<file path="src/rtl/approx_log_divider_pkg.sv">
// approx_log_pkg: shared definitions for the Mitchell-style approximate divider
// (and its multiplier companion).
//   T_DEF / FRAC_DEF : default log-mantissa bits and quotient fraction bits
//   log_t            : truncated base-2 log (3-bit characteristic, T-bit fraction)
//   s1_t / s2_t      : pipeline stage register layouts
//   QMAX             : saturation magnitude 2^(QW-1)-1 for the default width
package approx_log_pkg;

   localparam int unsigned T_DEF    = 4;
   localparam int unsigned FRAC_DEF = 8;
   localparam int unsigned QW_DEF   = 9 + FRAC_DEF;

   function automatic logic [31:0] qmax_fn(input int unsigned qw);
      return (32'd1 << (qw - 1)) - 32'd1;
   endfunction

   localparam logic [QW_DEF-1:0] QMAX = QW_DEF'(qmax_fn(QW_DEF));

   typedef struct packed {
      logic [2:0]       k;
      logic [T_DEF-1:0] frac;
   } log_t;

   typedef struct packed {
      logic [7:0] abs_a;
      logic [7:0] abs_b;
      logic       sign;
      logic       a_zero;
      logic       b_zero;
   } s1_t;

   // kq is a two's-complement characteristic difference in -8..7.
   typedef struct packed {
      logic [3:0]       kq;
      logic [T_DEF-1:0] f;
      logic             sign;
      logic             a_zero;
      logic             b_zero;
   } s2_t;

endpackage

</file>
<file path="src/rtl/approx_log_divider_if.sv">
// approx_log_divider_if: operand/result valid-ready bundle.
//   in_valid/in_ready/A/B                     : operand channel (master -> slave)
//   out_valid/out_ready/quotient/div_by_zero  : result channel (slave -> master)
// quotient is signed Q9.FRAC, width 9+FRAC.
interface approx_log_divider_if
   import approx_log_pkg::*;
#(
   parameter int unsigned FRAC = FRAC_DEF
);
   localparam int unsigned QW = 9 + FRAC;

   logic          in_valid;
   logic          in_ready;
   logic [7:0]    A;
   logic [7:0]    B;
   logic          out_valid;
   logic          out_ready;
   logic [QW-1:0] quotient;
   logic          div_by_zero;

   modport master (
      output in_valid, A, B, out_ready,
      input  in_ready, out_valid, quotient, div_by_zero
   );

   modport slave (
      input  in_valid, A, B, out_ready,
      output in_ready, out_valid, quotient, div_by_zero
   );
endinterface

</file>
<file path="src/rtl/approx_log_divider_log_encoder.sv">
// log_encoder: combinational truncated base-2 log of an 8-bit unsigned value.
//   i_val : operand (non-zero for a meaningful result)
//   o_k   : position of the leading one
//   o_xt  : top T bits of the bits below the leading one, left-aligned,
//           zero-padded when fewer than T such bits exist
module log_encoder
   import approx_log_pkg::*;
#(
   parameter int unsigned T = T_DEF
) (
   input  logic [7:0]   i_val,
   output logic [2:0]   o_k,
   output logic [T-1:0] o_xt
);
   logic [6:0] w_x;

   always_comb begin
      o_k = '0;
      for (int unsigned i = 0; i < 8; i++) begin
         if (i_val[i]) o_k = 3'(i);
      end
   end

   // Normalising shift pushes the leading one out of the 7-bit window, leaving
   // the fraction left-aligned with zero fill below it.
   assign w_x  = 7'(i_val << (3'd7 - o_k));
   assign o_xt = T'(w_x >> (7 - T));
endmodule

</file>
<file path="src/rtl/approx_log_divider.sv">
// approx_log_divider: 3-stage Mitchell approximate signed divider A/B.
//   clk, rst        : clock, synchronous active-high reset
//   bus (slave)     : in_valid/in_ready/A/B operands, out_valid/out_ready/
//                     quotient (signed Q9.FRAC)/div_by_zero results
//   op_count        : accepted inputs (APPROX_DIV_STATS_EN only)
//   dbz_count       : transferred divide-by-zero results (APPROX_DIV_STATS_EN only)
// Optional statistics counters are enabled by defining APPROX_DIV_STATS_EN.
module approx_log_divider
   import approx_log_pkg::*;
#(
   parameter int unsigned T    = T_DEF,
   parameter int unsigned FRAC = FRAC_DEF
) (
   input  logic                clk,
   input  logic                rst,
   approx_log_divider_if.slave bus
`ifdef APPROX_DIV_STATS_EN
   ,
   output logic [15:0]         op_count,
   output logic [15:0]         dbz_count
`endif
);
   localparam int unsigned   QW      = 9 + FRAC;
   localparam logic [QW-1:0] LP_QMAX = QW'(qmax_fn(QW));

   logic          w_advance, w_accept;
   logic          r_v1, r_v2, r_v3;
   s1_t           r_s1, w_s1;
   s2_t           r_s2, w_s2;
   logic [QW-1:0] r_q, w_q, w_mag;
   logic          r_dbz;
   logic [2:0]    w_k1, w_k2;
   logic [T-1:0]  w_xt1, w_xt2;
   logic [3:0]    w_kd;
   logic [T:0]    w_fd;
   int            w_sh;

   // Single global advance: bubbles are never collapsed.
   assign w_advance = !r_v3 || bus.out_ready;
   assign w_accept  = bus.in_valid && w_advance;

   assign bus.in_ready    = w_advance;
   assign bus.out_valid   = r_v3;
   assign bus.quotient    = r_q;
   assign bus.div_by_zero = r_dbz;

   // S1: magnitudes (128 stays representable as unsigned) and flags
   always_comb begin
      w_s1        = '0;
      w_s1.abs_a  = bus.A[7] ? -bus.A : bus.A;
      w_s1.abs_b  = bus.B[7] ? -bus.B : bus.B;
      w_s1.sign   = bus.A[7] ^ bus.B[7];
      w_s1.a_zero = (bus.A == '0);
      w_s1.b_zero = (bus.B == '0);
   end

   // S2: log difference; a fraction borrow moves one unit into the characteristic
   log_encoder #(.T(T)) u_log_a (.i_val(r_s1.abs_a), .o_k(w_k1), .o_xt(w_xt1));
   log_encoder #(.T(T)) u_log_b (.i_val(r_s1.abs_b), .o_k(w_k2), .o_xt(w_xt2));

   always_comb begin
      w_kd        = {1'b0, w_k1} - {1'b0, w_k2};
      w_fd        = {1'b0, w_xt1} - {1'b0, w_xt2};
      w_s2        = '0;
      w_s2.kq     = w_fd[T] ? (w_kd - 4'd1) : w_kd;
      w_s2.f      = w_fd[T-1:0];
      w_s2.sign   = r_s1.sign;
      w_s2.a_zero = r_s1.a_zero;
      w_s2.b_zero = r_s1.b_zero;
   end

   // S3: antilog (1.f scaled by 2^(kq+FRAC-T)), sign, and special cases
   always_comb begin
      w_sh = int'($signed(r_s2.kq)) + int'(FRAC) - int'(T);
      if (w_sh >= 0) w_mag = QW'({1'b1, r_s2.f}) << w_sh;
      else           w_mag = QW'({1'b1, r_s2.f}) >> (-w_sh);
      if (r_s2.a_zero)      w_q = '0;
      else if (r_s2.b_zero) w_q = r_s2.sign ? -LP_QMAX : LP_QMAX;
      else                  w_q = r_s2.sign ? -w_mag : w_mag;
   end

   always_ff @(posedge clk) begin
      if (rst) begin
         r_v1  <= 1'b0;
         r_v2  <= 1'b0;
         r_v3  <= 1'b0;
         r_q   <= '0;
         r_dbz <= 1'b0;
      end else if (w_advance) begin
         r_v1 <= bus.in_valid;
         if (bus.in_valid) r_s1 <= w_s1;
         r_v2  <= r_v1;
         r_s2  <= w_s2;
         r_v3  <= r_v2;
         r_q   <= w_q;
         r_dbz <= r_s2.b_zero;
      end
   end

`ifdef APPROX_DIV_STATS_EN
   logic [15:0] r_op_cnt, r_dbz_cnt;

   always_ff @(posedge clk) begin
      if (rst) begin
         r_op_cnt  <= '0;
         r_dbz_cnt <= '0;
      end else begin
         if (w_accept) r_op_cnt <= r_op_cnt + 16'd1;
         if (r_v3 && bus.out_ready && r_dbz) r_dbz_cnt <= r_dbz_cnt + 16'd1;
      end
   end

   assign op_count  = r_op_cnt;
   assign dbz_count = r_dbz_cnt;
`endif
endmodule

</file>
<file path="src/flat_wrapper.sv">
// flat-port wrapper written by rule: the top's interface ports become plain ports
module approx_log_divider_flat import approx_log_pkg::*;
#(
   parameter int unsigned T    = T_DEF,
   parameter int unsigned FRAC = FRAC_DEF
)
  (clk, rst, bus_in_valid, bus_A, bus_B, bus_out_ready, bus_in_ready, bus_out_valid, bus_quotient, bus_div_by_zero);
  approx_log_divider_if #(.FRAC(FRAC)) bus_i ();
  input  logic clk;
  input  logic rst;
  input wire logic [$bits(bus_i.in_valid)-1:0] bus_in_valid;
  input wire logic [$bits(bus_i.A)-1:0] bus_A;
  input wire logic [$bits(bus_i.B)-1:0] bus_B;
  input wire logic [$bits(bus_i.out_ready)-1:0] bus_out_ready;
  output wire logic [$bits(bus_i.in_ready)-1:0] bus_in_ready;
  output wire logic [$bits(bus_i.out_valid)-1:0] bus_out_valid;
  output wire logic [$bits(bus_i.quotient)-1:0] bus_quotient;
  output wire logic [$bits(bus_i.div_by_zero)-1:0] bus_div_by_zero;
  assign bus_i.in_valid = bus_in_valid;
  assign bus_i.A = bus_A;
  assign bus_i.B = bus_B;
  assign bus_i.out_ready = bus_out_ready;
  assign bus_in_ready = bus_i.in_ready;
  assign bus_out_valid = bus_i.out_valid;
  assign bus_quotient = bus_i.quotient;
  assign bus_div_by_zero = bus_i.div_by_zero;
  approx_log_divider #(.T(T), .FRAC(FRAC)) u_core (.clk(clk), .rst(rst), .bus(bus_i));
endmodule
</file>
<file path="config.mk">
export PLATFORM = sky130hd
export DESIGN_NAME = approx_log_divider_flat
export DESIGN_NICKNAME = d
export VERILOG_FILES = /design/src/rtl/approx_log_divider_pkg.sv /design/src/rtl/approx_log_divider_if.sv /design/src/rtl/approx_log_divider_log_encoder.sv /design/src/rtl/approx_log_divider.sv /design/src/flat_wrapper.sv
export SDC_FILE = /design/constraint.sdc
export NUM_CORES = 1
export LEC_CHECK = 0
export BUFFER_PORTS_ARGS = -buffer_cell sky130_fd_sc_hd__buf_2
export CORE_UTILIZATION = 30
export DETAILED_ROUTE_END_ITERATION = 6
export MAX_ROUTING_LAYER = met4
export PLACE_DENSITY = 0.47
export SYNTH_ARGS = -nofsm -noshare
export SYNTH_HDL_FRONTEND = slang
export SYNTH_SLANG_ARGS = --single-unit
</file>
<file path="constraint.sdc">
create_clock -name clk -period 4 [get_ports clk]
set_clock_uncertainty 0.15 [all_clocks]
set_input_delay 0.4 -clock clk [delete_from_list [all_inputs] [get_ports clk]]
set_output_delay 0.4 -clock clk [all_outputs]
set_load 0.02 [all_outputs]
</file>
# == Yosys cells after proc, flatten, opt, wreduce, memory -nomap -nowiden ==
# Cells that the tools add are included.
# op_classes
n_lt_le_gt_ge,1
bitwise_logic,2
n_reduce_logical,6
n_shift,4
n_mux,22
add_sub_neg,11
# ops
operator,n
$mux 17,5
$ge 32x1->1 const B,1
$neg 32->32,1
$shl 5x32->17,1
$shr 5x32->17,1
$sub 32x4->32 const B,1
$mux 3,10
$neg 17->17,1
$logic_not 8->1,2
$neg 8->8,2
$shl 8x3->7,2
$mux 7,2
$add 4x5->6 const B,1
$sub 3x3->3 const A,2
$sub 4x4->5,1
$mux 2,2
$mux 4,1
$sub 3x3->4,1
$sub 4x1->4 const B,1
$reduce_and 3->1,1
$mux 1,2
$reduce_and 2->1,1
$logic_not 1->1,1
$logic_or 1x1->1,1
other kinds (2),2
# totals
reg_bits,51
word_cells,63
output_inout_bits,20

# == Depth between registers and ports, before layout ==
# logic_depth
word_depth,11
ltp_mapped,15
mapped_depth_nobuf,14

# == Cells and area by module ==
# A second synthesis with hierarchy kept.
# unflattened
cells_unflattened,484
area_unflattened_um2,4142.7
# modules_own_cells
mod,cells_each,area_each_um2,instances
approx_log_divider,390,3559.7,1
log_encoder,47,291.5,2

# == Worst setup path before layout ==
# Ideal clock, no wire load.
# synth_timing
path_type,register -> register
startpoint,register u_core.r_s2[9] in the netlist's numbering
endpoint,register u_core.r_q[12] (netlist: u_core.bus.quotient[12])
setup_time_ns,0.122
required_time_ns,3.728
arrival_ns,3.048
stages_incl_launch_ff,14
synth_period_minus_slack_ns,3.320
path_slack_ns,0.680
cell_sequence,edfxtp_1 > inv_1 > ha_1 > nor2b_1 > nand2_1 > ha_1 > nand4b_1 > nor4_2 > a22oi_1 > ha_1 > nand3_2 > nor4_2 > mux2i_1 > a221o_1
# synth_via
elab_chain_cells,9
# synth_rtl
element,line,source
"start, declared",approx_log_divider.sv:29,"s2_t r_s2, w_s2;"
"start signal, assigned",approx_log_divider.sv:93,r_s2 <= w_s2;
$add 4x5->6 *,approx_log_divider.sv:74,w_sh = int'($signed(r_s2.kq)) + int'(FRAC) - int'(T);
$sub 32x4->32 *,approx_log_divider.sv:74,
$neg 32->32,approx_log_divider.sv:76,"else w_mag = QW'({1'b1, r_s2.f}) >> (-w_sh);"
$shr 5x32->17,approx_log_divider.sv:76,
$mux 17 *,approx_log_divider.sv:75,"if (w_sh >= 0) w_mag = QW'({1'b1, r_s2.f}) << w_sh;"
$neg 17->17,approx_log_divider.sv:79,else w_q = r_s2.sign ? -w_mag : w_mag;
$mux 17 *,approx_log_divider.sv:79,
$mux 17 *,approx_log_divider.sv:78,else if (r_s2.b_zero) w_q = r_s2.sign ? -LP_QMAX : LP_QMAX;
$mux 17 *,approx_log_divider.sv:77,if (r_s2.a_zero) w_q = '0;
"end signal, assigned",approx_log_divider.sv:95,r_q <= w_q;
"end, declared",approx_log_divider.sv:30,"logic [QW-1:0] r_q, w_q, w_mag;"
# Mark *: on every way between the ends. The rest lies on a longest branch, timed or not.
# A chain may end at the register's enable or synchronous reset.

# == Worst setup path in the final report ==
# layout_timing
startpoint,register u_core.r_s2[8] in the netlist's numbering
endpoint,register u_core.r_q[16] (netlist: u_core.bus.quotient[16])
# The elaborated chain is that of the path after synthesis.

==> results_dict.tcl <==
set metrics [dict create \
    status "finished, final reports clean" \
    ys_async_sr_fraction_pct 0 \
    syn_area_um2 3870 \
    port_buffers 39 \
    fill_cells 1324 \
    numCtsBuffers 5 \
    gp_congestion 0.882 \
    tns_ps 0 \
    drv_slew 0 \
    leakagePower_nw 1.80 \
    dp_cells 649 \
    cp-start-kind "flop" \
    min_period_ps 3560 \
    post_cts_buffers 0 \
    yosysWarnings 0 \
    timing.fmax_ghz 0.281 \
    wl_met1_um 4100 \
    crit_slowest_cell "edfxtp_1" \
    worst_ir_drop_vdd_mv 0.142 \
    instances_no_fill 657 \
    overflow 0 \
    first_iter_violations 195 \
    grt_start_max_net_pins 25 \
    drive_above_1_share_pct 15.3 \
    critical_path.max_stage_delay_ps 550 \
    critPathKind "reg -> reg" \
    worst_slew_pin_slew_ps 940 \
    yosysSeqAreaShare_pct 34.1 \
    p_switching_mw 0.726 \
    p_int_mw 1.25 \
    worst-path-max-fanout 10 \
    layout_setup_ws_ps 441 \
    die_area_um2 13400 \
    top_level_ports 40 \
    via_per_inst 5.12 \
    routed_wl_um 9280 \
    clk_latency_ps 310 \
    routed.top_layer "met4" \
    finalHoldViolations 0 \
    hold_class "in -> reg" \
    synth-seq-cells 51 \
    critPathMostFrequentCell "ha_1" \
    die_y_um 116 \
    die_w_um 116 \
    synth_edf_count 30 \
    comb_power_share_pct 39.0 \
    synth_fp_nets 487 \
    dp_slack_ps 482 \
    clock-sinks 51 \
    clk_path_buf_depth 2 \
    path_buf_inv 1 \
    drc 0 \
    start_util_pct 30.7 \
    relSlewSlack_pct 37.1 \
    grt.total_usage_pct 15.4 \
    path_delay_family "simple AND/OR/NAND/NOR gates" \
    p_seq_share_pct 34.2 \
    tritoncts "done" \
    drt-pass1-iter-count 4 \
    synth.avg_cell_area_um2 8.68 \
    postRouteAntennaNets 0 \
    yosysTopAreaCellShare_pct 23.3 \
    synth_top_area_cell "edfxtp_1" \
    clk_pin_slew_worst_paths_ps 80 \
    h-tree-depth 2 \
    worstSetupEndpointType "flop" \
    antenna_found_initial 0 \
    setup_viol 0 \
    syn_inst 446 \
    grt_pass1_vias 3214 \
    synth.distinct_cells 62 \
    maxCapViolCount 0 \
    cellPowerDensity_nw_per_um2 444 \
    dr_wl_met3_um 345 \
    rows 41 \
    hpwl_um 7180 \
    p_sw_share_pct 36.8 \
    postPlaceCellArea_um2 4260 \
    route.met2.wl_um 4630 \
    arrival_ps 3650 \
    areaGrowthSynthToFinish_pct 14.7 \
    cts_hold_repair.buffers 0 \
    clkPwrFrac_pct 26.8 \
    cts_root_buffer "clkbuf_16" \
    required_ps 4090 \
    post_cts_resized 0 \
    n_antenna_cell 0 \
    synth.area.top_cells "edfxtp_1 23%, dfxtp_1 11%, ha_1 5.8%" \
    finalInstanceArea_um2 4440 \
    period_share_pct 89.0 \
    holdWs_ps 175 \
    rsz0062_at_grt "false" \
    grt_pass1_wl_um 15500 \
    path_cells "inv_2, ha_1, nand2_1, ha_1, or3b_2, nor4_2, a22oi_1, ha_1, nand3_2, nor3_1, or3_1, nand3b_1" \
    coreArea_um2 12600 \
    routedWlPerCell_um 14.1 \
    synth_ff_type "edfxtp_1" \
    nNetsFinal 525 \
    via_count 3362 \
]
worst paths after layout:
kind	start	to	slack (ps)	depth (start not counted)
worst max-delay path	u_core.r_s2[8]	u_core.bus.quotient[16]	440	12
worst min-delay path	bus_A[0]	u_core.r_s1[11]	170	1
worst max register to register	u_core.r_s2[8]	u_core.bus.quotient[16]	440	12
worst min register to register	u_core.r_s1[0]	u_core.r_s2[0]	280	0
area by class of cell:
type / instances / area [um2] / share of cell area, %
multi-input cells: 351 / 2360 / 53.3
flip-flops and latches: 51 / 1320 / 29.8
repair buffers: 47 / 255 / 5.75
well taps: 172 / 215 / 4.85
clock buffers: 6 / 139 / 3.13
inverters: 28 / 105 / 2.37
clock inverters: 2 / 38.8 / 0.874
metrics by stage:
stage	total power, mW	util (%)
after global placement	1.45	33.8
after global routing	2.10	35.2
after detailed placement	1.45	33.8
after CTS	1.99	35.2
final	1.97	35.2
after floorplan	1.28	-
synthesized netlist by cell type, drive strengths merged (4+ instances only):
| master | instances |
|---|---|
| a22o | 5 |
| and3 | 4 |
| a211oi | 5 |
| nand2b | 7 |
| clkbuf | 11 |
| a21o | 8 |
| buf | 5 |
| nand3 | 14 |
| nor4 | 10 |
| o311ai | 5 |
| mux2 | 4 |
| mux2i | 18 |
| o31ai | 11 |
| a31oi | 4 |
| nand2 | 47 |
| a22oi | 4 |
| nor2b | 8 |
| o211ai | 4 |
| nand3b | 4 |
| edfxtp | 30 |
| nor2 | 32 |
| nor3 | 13 |
| inv | 27 |
| o21ai | 29 |
| xnor2 | 16 |
| or3 | 9 |
| dfxtp | 21 |
| a21oi | 31 |
| or2 | 6 |
| ha | 18 |
| o22ai | 4 |
worst register-to-register path, delay by kind of cell, from the launching register on:
family	cells	cell delay, ps
adder cells (fa/ha/maj)	3	720
AND/OR/NAND/NOR	7	1710
buffers and inverters	1	200
flip-flops	1	550
AO/OA/AOI/OAI	1	180
per-layer routing:
layer  vias to the layer above  track usage [%]
li1                       1723                -
met5                         -                -
met1                      1547             17.8
met4                         0             6.06
met3                        13             2.98
met2                        79             26.2
cell usage in the layout (no fill, tap or decap), types with 3 or more instances in the layout:
cell	n
nor4_1	6
a21oi_1	31
o21ai_0	25
nand2b_1	7
buf_4	8
or3_1	9
nand2_1	47
nand3b_1	4
nor2_1	32
o211ai_1	4
o311ai_0	4
nor4_2	3
a22oi_1	4
fa_1	3
xnor2_1	16
ha_1	18
inv_1	26
nand4_1	3
nand3_1	13
o22ai_1	4
or2_2	5
nor3_1	13
buf_2	39
a21o_1	8
and2_1	3
a22o_1	5
a31oi_1	4
mux2_2	3
and3_1	4
xor2_1	3
o21ai_1	4
mux2i_1	18
edfxtp_1	30
nor2b_1	8
dfxtp_1	21
a211oi_1	5
clkbuf_16	5
o31ai_1	11
logic make-up (layout without fill, tap and decap cells):
family | Yosys count | count (layout) | synth area share (%)
multiplexers | 23 | 23 | 6.50
AND/OR/NAND/NOR | 166 | 166 | 22.4
AO/OA/AOI/OAI | 122 | 122 | 20.5
buffers and inverters | 44 | 83 | 4.75
adder cells (fa/ha/maj) | 21 | 21 | 7.37
flip-flops | 51 | 51 | 34.1
XOR/XNOR | 19 | 19 | 4.30
power by group through the flow:
stage	combinational, mW	clock [mW]	sequential [mW]
CTS	0.769	0.542	0.674
floorplan	0.581	0	0.694
global placement	0.765	0	0.686
finish	0.769	0.529	0.675
global route	0.860	0.558	0.684
detailed placement	0.766	0	0.686
sequential cells by signal, summed over array words and instances (netlist names):
signal                  flops
u_core.bus.quotient        17
u_core.bus.out_valid        1
u_core.r_v1                 1
u_core.r_v2                 1
u_core.r_s1                19
u_core.bus.div_by_zero      1
u_core.r_s2                11
(Power assumes the default switching activity.)
